`config.mk`:
```
export PLATFORM = sky130hd
export DESIGN_NAME = skid_buffer
export DESIGN_NICKNAME = d
export VERILOG_FILES = /design/src/rtl/skid_buffer.sv
export SDC_FILE = /design/constraint.sdc
export NUM_CORES = 1
export LEC_CHECK = 0
export CORE_UTILIZATION = 50
export CTS_BUF_LIST = sky130_fd_sc_hd__clkbuf_8
export DETAILED_ROUTE_END_ITERATION = 10
export PLACE_DENSITY = 0.8
export RECOVER_POWER = 100
export SETUP_SLACK_MARGIN = 0.02
export SYNTH_ARGS = -nofsm -noshare
export SYNTH_HDL_FRONTEND = slang
export SYNTH_SLANG_ARGS = --single-unit
```
`constraint.sdc`:
```
create_clock -name clk -period 2 [get_ports clk]
set_input_delay 0.4 -clock clk [delete_from_list [all_inputs] [get_ports clk]]
set_output_delay 0.4 -clock clk [all_outputs]
set_load 0.01 [all_outputs]
```
`src/rtl/skid_buffer.sv`:
```
// Two-entry valid/ready skid buffer with every output driven from a flop.
// Define SKID_BUFFER_STATS_EN to add the xfer_count/stall_count statistics outputs.
module skid_buffer #(
   parameter int WIDTH     = 8,
   parameter int CNT_WIDTH = 16
) (
   input  logic             clk,
   input  logic             rst_n,
   input  logic             s_valid,
   output logic             s_ready,
   input  logic [WIDTH-1:0] s_data,
   output logic             m_valid,
   input  logic             m_ready,
   output logic [WIDTH-1:0] m_data,
   output logic [1:0]       occupancy
`ifdef SKID_BUFFER_STATS_EN
   ,
   output logic [CNT_WIDTH-1:0] xfer_count,
   output logic [CNT_WIDTH-1:0] stall_count
`endif
);

   localparam logic [1:0] EMPTY = 2'd0;
   localparam logic [1:0] BUSY  = 2'd1;
   localparam logic [1:0] FULL  = 2'd2;

   if (WIDTH < 1 || CNT_WIDTH < 1) begin : g_bad_params
      $error("skid_buffer: WIDTH and CNT_WIDTH must both be >= 1");
   end

   logic [1:0]       state;
   logic [WIDTH-1:0] skid;
   logic             in_fire;
   logic             out_fire;

   assign in_fire   = s_valid & s_ready;
   assign out_fire  = m_valid & m_ready;
   // The state encoding is the entry count itself.
   assign occupancy = state;

   always_ff @(posedge clk) begin
      if (!rst_n) begin
         state   <= EMPTY;
         s_ready <= 1'b0;
         m_valid <= 1'b0;
         m_data  <= '0;
         skid    <= '0;
      end else begin
         case (state)
            EMPTY: begin
               // s_ready is still low for the first cycle after reset.
               s_ready <= 1'b1;
               if (in_fire) begin
                  m_data  <= s_data;
                  m_valid <= 1'b1;
                  state   <= BUSY;
               end
            end
            BUSY: begin
               if (in_fire && out_fire) begin
                  m_data <= s_data;
               end else if (in_fire) begin
                  skid    <= s_data;
                  s_ready <= 1'b0;
                  state   <= FULL;
               end else if (out_fire) begin
                  m_valid <= 1'b0;
                  state   <= EMPTY;
               end
            end
            FULL: begin
               if (out_fire) begin
                  m_data  <= skid;
                  s_ready <= 1'b1;
                  state   <= BUSY;
               end
            end
            default: begin
               state   <= EMPTY;
               s_ready <= 1'b1;
               m_valid <= 1'b0;
            end
         endcase
      end
   end

`ifdef SKID_BUFFER_STATS_EN
   localparam logic [CNT_WIDTH-1:0] CNT_ONE = {{(CNT_WIDTH-1){1'b0}}, 1'b1};

   // Transfers wrap; stalls saturate at all-ones.
   always_ff @(posedge clk) begin
      if (!rst_n) begin
         xfer_count  <= '0;
         stall_count <= '0;
      end else begin
         if (out_fire) begin
            xfer_count <= xfer_count + CNT_ONE;
         end
         if (m_valid && !m_ready && (stall_count != '1)) begin
            stall_count <= stall_count + CNT_ONE;
         end
      end
   end
`endif

endmodule

```
==> flow_summary.ini, run 1 <==
[outcome]
outcome = complete, no violations

[grt]
grt_max_degree = 21
grt_pass1_vias = 807
grt_pass1_wl_um = 3770
grt_usage = 0.252
grt_antenna_before_repair = 0
grt_overflow = 0

[detailed_routing]
drc = 0
drt-initial-drc-count = 28
wl_per_cell_um = 16.1
ant_nets = 0
routed_wl_um = 2420
num_vias = 899
via_per_inst = 5.99
drt_pass1_iterations = 4

[synth]
synth_fa_ha_area_frac = 0
yosys.area_share.simple = 0.102
synth.largest_area_cell = dfxtp_1
ys_seq_area_frac = 0.394
syn_area_per_cell_um2 = 10.1
synth_enable_flop_cells = 0
syn_nets = 113
ys_ff_latch = 20
synth-compound-area-share = 0.355
yosysUniqueCellTypes = 31
synth_top_family_by_area = compound AO/OA/AOI/OAI gates
synth.mux.area_fraction = 0.0887
syn-cell-area_um2 = 1020
synth_top_area_share = 0.394
async_flop_share = 0
synthFlopType = dfxtp_1
ys_top_cells_by_area = dfxtp_1 39%, a211oi_2 9.9%, mux2i_1 8.9%
synth-xor-area-share = 0
synth_warnings = 0
synth_cells = 101

[setup_path]
cp-start-kind = primary input
r2r-start = occupancy[1]$_SDFFE_PN0P_
worst_ep_required_time_ns = 2.13
regToRegSetupSlack_ns = 0.32
reg2regPathDepth = 3
arrival_ns = 1.95
reg2reg_to = m_data[5]$_SDFFE_PN0P_
cp_max_fo = 13
critPathKind = primary input to register
end_kind = register

[timing]
timing.final.crit_share = 0.913
drv_slew = 0
rsz0062_at_grt = false
fin_skew_ns = 0.00198
setup_viol = 0
hold_violations = 0
tightestPinTransition_ns = 0.584
period_needed_ns = 1.83
max_freq_ghz = 0.547
relSlewSlack = 0.600

[power_and_ir_drop]
leakage_nw = 0.544
finalPower_mw = 1.10
p_per_area_nw_per_um2 = 826
ir_worst_vdd_uv = 642

[clock_tree]
cts_resized = 0
cts.sinks = 20
clock_path_buffers = 2
cts_root_buffer = clkbuf_8
cts-htree-levels = 1
cts_hold_buffers = 0
cts_tree = yes
clkTransAtPathRegs_ns = 0.08
cts_buffers = 3
post-cts-setup-buffers = 0
clock_latency_ns = 0.26

[place]
io_buffers = 23
place_congestion = 0.788
dp_hpwl_um = 1610
postPlaceCellArea_um2 = 1270

[die]
dieHeight_um = 47.1
fp.dieW_um = 47.1
initial_utilization = 0.558
ios = 24
rows = 15
die_area_um2 = 2220
core_region_area_um2 = 1820

[cells_and_area]
layout_commonest_cell = dfxtp_1
n_antenna_cell = 0
layout-drive-gt1-share = 0.152
fin_util = 0.729
mostFrequentLayoutCells = 20 x dfxtp_1, 12 x dlygate4sd3_1, 11 x clkdlybuf4s50_1
nets = 138
fill_cells = 144
area_growth_pct = 30.7
final_cell_area_um2 = 1330

[worst_hold_path]
holdPathStages = 2
min_to = skid[1]$_SDFFE_PN0P_
hold_path.class = register to register
hold_start = skid[1]$_SDFFE_PN0P_

[flow_run]
cap_violations = 0
worst max-delay path by stage:
| stage | slack (ns) | endpoint | from |
|---|---|---|---|
| finish | 0.17 | m_data[5]$_SDFFE_PN0P_ | s_valid |
| global route | 0.1 | skid[6]$_SDFFE_PN0P_ | s_valid |
| CTS | 0.27 | m_data[3]$_SDFFE_PN0P_ | s_valid |
| detailed placement | -0.003 | m_data[3]$_SDFFE_PN0P_ | s_valid |
| global placement | 0.06 | m_data[7]$_SDFFE_PN0P_ | s_valid |
| floorplan | 0.52 | m_data[7]$_SDFFE_PN0P_ | occupancy[1]$_SDFFE_PN0P_ |
worst max-delay path, stage by stage:
cell and delay [ns]:
clkdlybuf4s50_1 0.47, and3b_1 0.38, a2111oi_0 0.61, a211oi_2 0.08
sequential cells by signal (all words and copies together), names as in the netlist:
| name | count |
|---|---|
| m_data | 8 |
| s_ready | 1 |
| m_valid | 1 |
| skid | 8 |
| occupancy | 2 |
cells in the mapped netlist (2+ instances only):
library cell	instances
a2111oi_1	7
buf_2	4
dfxtp_1	20
a211oi_2	8
a21oi_1	9
o21ai_0	9
nand3_1	8
inv_1	4
clkbuf_1	2
mux2i_1	9
through the flow:
stage	instances	setup WS, ns	setup TNS, ns	hold WS (ns)
4_1_cts	150	0.269	0	0.480
2_1_floorplan	101	0.524	0	0.453
5_1_grt	150	0.0981	0	0.497
3_3_place_gp	146	0.0638	0	0.460
6_report	150	0.173	0	0.479
3_5_place_dp	146	-0.00299	-0.00299	0.469
power by group:
group | switching [mW] | internal [mW] | leakage (nW) | total (mW)
Combinational | 0.120 | 0.117 | 0.345 | 0.237
Sequential | 0.0237 | 0.428 | 0.163 | 0.452
Clock | 0.141 | 0.267 | 0.0357 | 0.408
logic make-up after synthesis:
kind of cell / after synthesis
AO/OA/AOI/OAI: 43
buffers and inverters: 12
flip-flops: 20
multiplexers: 9
AND/OR/NAND/NOR: 17
metal layers:
| metal | global-route usage | vias up | share of wire |
|---|---|---|---|
| li1 | - | 443 | - |
| met2 | 0.403 | 30 | 0.47 |
| met3 | 0.0577 | 5 | 0.036 |
| met4 | 0.109 | 0 | 0.020 |
| met5 | 0 | - | 0 |
| met1 | 0.327 | 421 | 0.47 |
final cells by class:
class | instances | area, um^2 | share of cell area
Multi-Input combinational cell | 69 | 546 | 0.411
Sequential cell | 20 | 400 | 0.302
Timing Repair Buffer | 28 | 264 | 0.199
Clock buffer | 3 | 41.3 | 0.0311
Tap cell | 25 | 31.3 | 0.0236
Clock inverter | 1 | 30.0 | 0.0226
Inverter | 4 | 15.0 | 0.0113
(Power assumes the default switching activity.)
==> run 2: changes to the inputs <==
--- a/config.mk
+++ b/config.mk
@@ -11,6 +11,7 @@
 export PLACE_DENSITY = 0.8
 export RECOVER_POWER = 100
 export SETUP_SLACK_MARGIN = 0.02
+export SKIP_LAST_GASP = 1
 export SYNTH_ARGS = -nofsm -noshare
 export SYNTH_HDL_FRONTEND = slang
 export SYNTH_SLANG_ARGS = --single-unit
==> results of run 2 <==
No change in the layout: final DEF, timing and power equal those of run 1.
